==> config.mk <==
export PLATFORM = sky130hd
export DESIGN_NAME = mux_rr_arbiter
export DESIGN_NICKNAME = d
export VERILOG_FILES = /design/src/rtl/mux_rr_arbiter.sv
export SDC_FILE = /design/constraint.sdc
export NUM_CORES = 1
export LEC_CHECK = 0
export BUFFER_PORTS_ARGS = -buffer_cell sky130_fd_sc_hd__buf_2
export CAP_MARGIN = 0
export CORE_AREA = 4 4 44 61
export CTS_CLUSTER_SIZE = 16
export DETAILED_ROUTE_END_ITERATION = 16
export DIE_AREA = 0 0 48 65
export GPL_TIMING_DRIVEN = 0
export PLACE_DENSITY_LB_ADDON = 0.15
export REMOVE_ABC_BUFFERS = 1
export SYNTH_ARGS = -nofsm -noshare
export SYNTH_HDL_FRONTEND = slang
export SYNTH_SLANG_ARGS = --single-unit
==> constraint.sdc <==
create_clock -name clk -period 1.7 [get_ports clk]
set_input_delay 0.085 -clock clk [delete_from_list [all_inputs] [get_ports clk]]
set_output_delay 0.085 -clock clk [all_outputs]
set_load 0.01 [all_outputs]
==> src/rtl/mux_rr_arbiter.sv <==
// mux_rr_arbiter: round-robin arbiter sharing one valid/ready output channel
// among four requesters. A 4:1 mux steers the granted lane's data to Out and
// a 1:4 demux returns the transfer strobe to the granted lane as Ack.
module mux_rr_arbiter #(
  parameter int W     = 1,
  parameter int BURST = 4
) (
  input  logic           clk,
  input  logic           rst,
  input  logic           Enable,
  input  logic [3:0]     Req,
  input  logic [4*W-1:0] In,
  input  logic           Out_ready,
  output logic [3:0]     Gnt,
  output logic [1:0]     Sel,
  output logic           Busy,
  output logic [W-1:0]   Out,
  output logic           Out_valid,
  output logic [3:0]     Ack
);

  // Beat counter needs at least one bit so BURST = 1 still elaborates.
  localparam int CNT_W = (BURST > 1) ? $clog2(BURST) : 1;
  localparam logic [CNT_W-1:0] CNT_LAST = CNT_W'(BURST - 1);

  typedef enum logic {IDLE, BUSY} state_t;

  state_t           state_reg, state_next;
  logic [1:0]       ptr_reg, ptr_next;
  logic [1:0]       sel_reg, sel_next;
  logic [CNT_W-1:0] cnt_reg, cnt_next;
  logic [3:0]       gnt_reg, gnt_next;

  logic [W-1:0]     lane_data [4];
  logic [1:0]       rot_idx   [4];
  logic [3:0]       rot_req;
  logic             found;
  logic [1:0]       winner;
  logic             busy;
  logic             xfer;
  logic             burst_end;

  // Per-lane slicing, request rotation relative to ptr, and the Ack demux.
  generate
    for (genvar gi = 0; gi < 4; gi++) begin : g_lane
      assign lane_data[gi] = In[gi*W +: W];
      assign rot_idx[gi]   = ptr_reg + 2'(gi);
      assign rot_req[gi]   = Req[rot_idx[gi]];
      assign Ack[gi]       = xfer && (sel_reg == 2'(gi));
    end
  endgenerate

  // Winner is the first requesting lane at or after ptr (searched mod 4).
  always_comb begin
    found  = 1'b0;
    winner = ptr_reg;
    for (int k = 3; k >= 0; k--) begin
      if (rot_req[k]) begin
        found  = 1'b1;
        winner = rot_idx[k];
      end
    end
  end

  assign busy      = (state_reg == BUSY);
  assign Out_valid = busy && Req[sel_reg];
  assign xfer      = Out_valid && Out_ready;
  assign Out       = busy ? lane_data[sel_reg] : '0;
  // A burst closes on its last accepted beat or when the grantee withdraws.
  assign burst_end = busy && (!Req[sel_reg] || (xfer && (cnt_reg == CNT_LAST)));

  assign Gnt  = gnt_reg;
  assign Sel  = sel_reg;
  assign Busy = busy;

  // Next-state logic: arbitrate in IDLE, count beats and close bursts in BUSY.
  always_comb begin
    state_next = state_reg;
    ptr_next   = ptr_reg;
    sel_next   = sel_reg;
    cnt_next   = cnt_reg;
    gnt_next   = gnt_reg;
    case (state_reg)
      IDLE: begin
        if (Enable && found) begin
          state_next = BUSY;
          sel_next   = winner;
          gnt_next   = 4'b0001 << winner;
          cnt_next   = '0;
        end
      end
      BUSY: begin
        if (burst_end) begin
          state_next = IDLE;
          gnt_next   = 4'b0000;
          ptr_next   = sel_reg + 2'd1;
          cnt_next   = '0;
        end else if (xfer) begin
          cnt_next = cnt_reg + CNT_W'(1);
        end
      end
      default: begin
        state_next = IDLE;
        gnt_next   = 4'b0000;
      end
    endcase
  end

  // State registers with synchronous reset; reset drops any partial burst.
  always_ff @(posedge clk) begin
    if (rst) begin
      state_reg <= IDLE;
      ptr_reg   <= 2'd0;
      sel_reg   <= 2'd0;
      cnt_reg   <= '0;
      gnt_reg   <= 4'b0000;
    end else begin
      state_reg <= state_next;
      ptr_reg   <= ptr_next;
      sel_reg   <= sel_next;
      cnt_reg   <= cnt_next;
      gnt_reg   <= gnt_next;
    end
  end

endmodule

After elaboration in Yosys (flattened, before gate mapping)
Index checks and enable logic that the tools add are counted.
{ "word_totals": {"mem_count": 0, "inputBits": 12, "romBits": 0, "output_inout_bits": 13, "latchBits": 0, "regBits": 11, "word_cells": 74, "ramBits": 0} }
{ "classes": {"addsub": 5, "n_mux": 32, "n_eq_ne": 7, "n_mul": 0, "n_reduce_logical": 16, "magnitude_cmp": 6, "shifts": 1, "n_bitwise": 2, "div": 0} }
{ "ops": {"columns": ["operator", "count"], "rows": [
  ["$lt A2 B3 Y1 const B", 5],
  ["$mux W1", 14],
  ["$mux W2", 7],
  ["$bmux W1 S2", 6],
  ["$logic_and A1 B1 Y1", 9],
  ["$mux W4", 2],
  ["$pmux W4 S2", 1],
  ["$reduce_and A2 Y1", 4],
  ["$add A2 B1 Y2 const B", 3],
  ["$eq A2 B2 Y1 const B", 3],
  ["$add A2 B2 Y2 const B", 2],
  ["$pmux W2 S2", 1],
  ["$shl A1 B2 Y4 const A", 1],
  ["$ge A3 B3 Y1 const B", 1],
  ["$ne A3 B1 Y1 const B", 1],
  ["$not A2 Y3", 1],
  ["$eq A2 B1 Y1 const B", 1],
  ["$logic_not A2 Y1", 1],
  ["$ne A2 B1 Y1 const B", 1],
  ["$ne A2 B2 Y1 const B", 1],
  ["$pmux W1 S2", 1],
  ["$logic_not A1 Y1", 1],
  ["$logic_or A1 B1 Y1", 1],
  ["$not A1 Y1", 1]
]} }

Longest topological paths before layout
{ "depth": {"depth_word": 10, "mapped_depth": 5, "depth_no_buf": 5} }

Worst setup path before layout
Ideal clock, no wire load.
{ "synth_path": {"path_kind": "reg2reg", "start": "register sel_reg[0], in the netlist Sel[0]", "end": "register ptr_reg[0]", "arrival_time_ns": 1.490, "slack_ns": 0.084, "setup_time_ns": 0.126, "period_less_slack_ns": 1.616, "stages_incl_launch_ff": 5, "path_buffers": 0, "t_required_ns": 1.574, "path_cell_list": "dfxtp_1 mux4_2 a21boi_2 mux2i_1 nor2_1"} }
{ "synth_between": {"elab_chain_cells": 8, "word_cells_on_any_way": 10, "cone_classes": "1 x add/sub; 2 x mux; 7 x reduce/logical"} }
{ "synth_lines": {"columns": ["item", "line", "source"], "rows": [
  ["start: declaration", "30", "logic [1:0] sel_reg, sel_next;"],
  ["start signal: assignment", "120", "sel_reg <= sel_next;"],
  ["$bmux W1 S2", "66, 70", null],
  ["$mux W1 (not written as such)", "66, 70", null],
  ["$logic_and A1 B1 Y1", "66", "assign Out_valid = busy && Req[sel_reg];"],
  ["$logic_and A1 B1 Y1", "67", "assign xfer = Out_valid && Out_ready;"],
  ["$logic_and A1 B1 Y1", "70", "assign burst_end = busy && (!Req[sel_reg] || (xfer && (cnt_reg == CNT_LAST)));"],
  ["$logic_or A1 B1 Y1", "70", null],
  ["$logic_and A1 B1 Y1", "70", null],
  ["$reduce_and A2 Y1 (no line)", null, null],
  ["end signal: assignment", "119", "ptr_reg <= ptr_next;"],
  ["end: declaration", "29", "logic [1:0] ptr_reg, ptr_next;"]
]} }
Parallel ways exist; a longest one is shown, timed or not. The select of a mux whose other input is x is not followed.
A chain may end at the register's enable or synchronous reset.

Final worst setup path
{ "layout_path": {"start": "register sel_reg[0], in the netlist Sel[0]", "end": "output port Ack[0]"} }
{ "layout_between": {"elab_chain_cells": 5, "word_cells_on_any_way": 6, "cone_classes": "2 x mux; 4 x reduce/logical"} }
{ "layout_lines": {"columns": ["item", "line", "source"], "rows": [
  ["$bmux W1 S2", "66", null],
  ["$mux W1 (not written as such)", "66", null],
  ["$logic_and A1 B1 Y1", "66", null],
  ["$logic_and A1 B1 Y1", "67", null],
  ["$logic_and A1 B1 Y1 (*)", "49", "assign Ack[gi] = xfer && (sel_reg == 2'(gi));"],
  ["end: declaration", "19", "output logic [3:0] Ack"]
]} }
Every way passes the cells marked *; elsewhere a longest branch is shown, timed or not. The select of a mux whose other input is x is not followed.

==> run metrics <==
combinational share of power=23.1%; HP Class=in -> reg; Avg Synthesized Cell Area=9.22 um^2; Yosys warnings=0; post-route minimum period=1680 ps; RD Place Congestion=0.796; synth top area cells=dfxtp_1, ha_1, a32o_1, a21oi_1, mux4_1; Ports=25; Antenna Nets Post-Route=0; Worst EP required=1620 ps; Critical Path AT=1590 ps; top cell type by total area after synthesis=dfxtp_1; Filler cells=225; Power Dens Cells=632 nW/um^2; library cells used by synthesis=32; Sequential Area=224 um^2; Post-Syn Instances=78; endpoints failing hold=0; Placed Area=858 um^2; final non-filler cell area=940 um^2; largest net degree at the start of global routing=12; global-route wire length before repair=2750 um; Max Clock Freq=596 MHz; die width=48 um; internal power=0.425 mW; largest stage delay on the critical path=510 ps; clock sinks=11; multi-input logic area=497 um^2; CTS H-tree depth=1; Rows=20; slew margin rel.=72.5%; number of buffers created by CTS=3; n_diodes=0; initial antenna violation count=0; CP cell instances=mux4_2 > and2_4 > and3_4 > buf_6; Tightest Pin Transition=408 ps; Post-synth ARST share=0%; Worst Path Buf+Inv=1; hold_ws=91.7 ps; Via density=5.50; CP endpoint kind=primary output; Max Cap Viol=0; height of the chip=65 um; Crit-path slowest cell=mux4_2; Clk pin slew, worst setup/hold paths=70 ps; GR Util All Layers=12.1%; Clk pwr share=29.4%; WL/cell=13.4 um; CTS tree=built; Clock Latency Late Sink=260 ps; Die Area=3120 um^2; Seq pwr share=47.5%; Switch Pwr=0.169 mW; nets=124; mapped cell area=719 um^2; Clock Tree Root=clkbuf_4; port bufs=24; vias in the first global route=653; share of cells above drive strength 1=37.7%; Seq/Total Area, Yosys=30.6%; First-pass DRT Iterations=4; CTS Hold Bufs=0; detailed-route via count=704; number of flip-flops in the largest register=4; Core Footprint=2150 um^2; Setup-failing EPs final=0; routed wire length=1720 um; Worst Setup Path Type=reg -> out; peak supply drop=0.317 mV; status=finished, final reports clean; Area Growth Syn to Fin=30.6%; Post-synth EDFFs=0; CP max FO=5; startpoint types=flip-flop; Starting DRT DRC Count=11; Post-DP HPWL=1410 um; fin. max-slew vios=0; initial core utilization=33.4%; period utilisation layout=98.8%; grt ovf=0; residual DRC count=0; unrepaired setup endpoints after global routing=yes; top_reg_cell synth=dfxtp_1; Yosys reg bits=11; top cell type's share of synthesized area=30.6%; Setup Skew=0.716 ps; Pleak=0.418 nW; crit-path leading delay family=multiplexers; switching share of power=28.4%; CTS Buffer Depth=2
## routing by layer
metal / part of all wire [%] / routed length [um] / global-route usage, %
met5: 0 / 0 / 0
met4: 1.7 / 29 / 6.06
met3: 7.6 / 131 / 1.67
met2: 54 / 931 / 21.0
met1: 36 / 625 / 13.3
## power groups by stage
| stage | clock, mW | sequential (mW) | combinational [mW] |
|---|---|---|---|
| after floorplan | 0 | 0.291 | 0.0704 |
| after global placement | 0 | 0.291 | 0.122 |
| after detailed placement | 0 | 0.291 | 0.126 |
| after CTS | 0.184 | 0.282 | 0.137 |
| after global routing | 0.198 | 0.285 | 0.152 |
| final | 0.175 | 0.282 | 0.137 |
## stage by stage
stage          worst slack (ps)  util [%]  TNS, ps  total power, mW  instances
4_1_cts                   0.529      42.8        0            0.604        128
3_3_place_gp              -18.3      39.9    -46.9            0.413        122
2_1_floorplan              83.9         -        0            0.362         76
3_5_place_dp              -28.3      39.9     -135            0.417        122
6_report                   21.2      43.7        0            0.594        128
5_1_grt                   -36.8      43.7     -168            0.634        128
## final timing paths
path         depth (start not counted)  startpoint      to  slack [ps]
min reg2reg                          1      Gnt[1]  Gnt[1]         470
max                                  4      Sel[0]  Ack[0]          20
min                                  2         rst  Sel[0]          90
max reg2reg                          5      Sel[0]  Gnt[3]         110
## synth_stat cells (2+ instances only)
| master | number |
|---|---|
| a21oi_1 | 7 |
| a32o_1 | 4 |
| and2_1 | 2 |
| and3_1 | 4 |
| and3b_1 | 2 |
| dfxtp_1 | 11 |
| ha_1 | 5 |
| inv_1 | 3 |
| mux2i_1 | 2 |
| nand2_1 | 4 |
| nor2_1 | 6 |
| nor2b_1 | 4 |
| o21ai_0 | 5 |
## cells in the final DEF, fill, tap and decap left out, types with 3 or more instances in the layout
master,n
nor2b_1,4
a21oi_1,7
buf_6,3
buf_2,21
nor2_1,6
ha_1,5
o21ai_0,5
inv_1,3
clkbuf_4,3
dfxtp_1,10
nand2_1,4
a32o_1,4
and3_4,3
## cells by family (layout without fill, tap and decap cells)
family	count (synthesis)	after routing	synth area share, %
AO/OA/AOI/OAI	23	23	24.5
AND/OR/NAND/NOR	30	30	23.8
multiplexers	4	4	9.57
flip-flops	11	11	30.6
adder cells (fa/ha/maj)	5	5	8.70
buffers and inverters	5	33	2.78
## cell type report
class	instances	area share, %
Inverter	3	1.20
Sequential cell	11	23.8
Timing Repair Buffer	26	16.4
Multi-Input combinational cell	62	52.9
Clock buffer	4	2.80
Tap cell	22	2.93
## what timing repair did
item                       4_1_cts  5_1_grt
setup buffers                    2        0
resized for setup                6        3
setup endpoints to repair       10        5
pin swaps                        2        1
hold endpoints to repair         0        0
(Power assumes the default switching activity.)
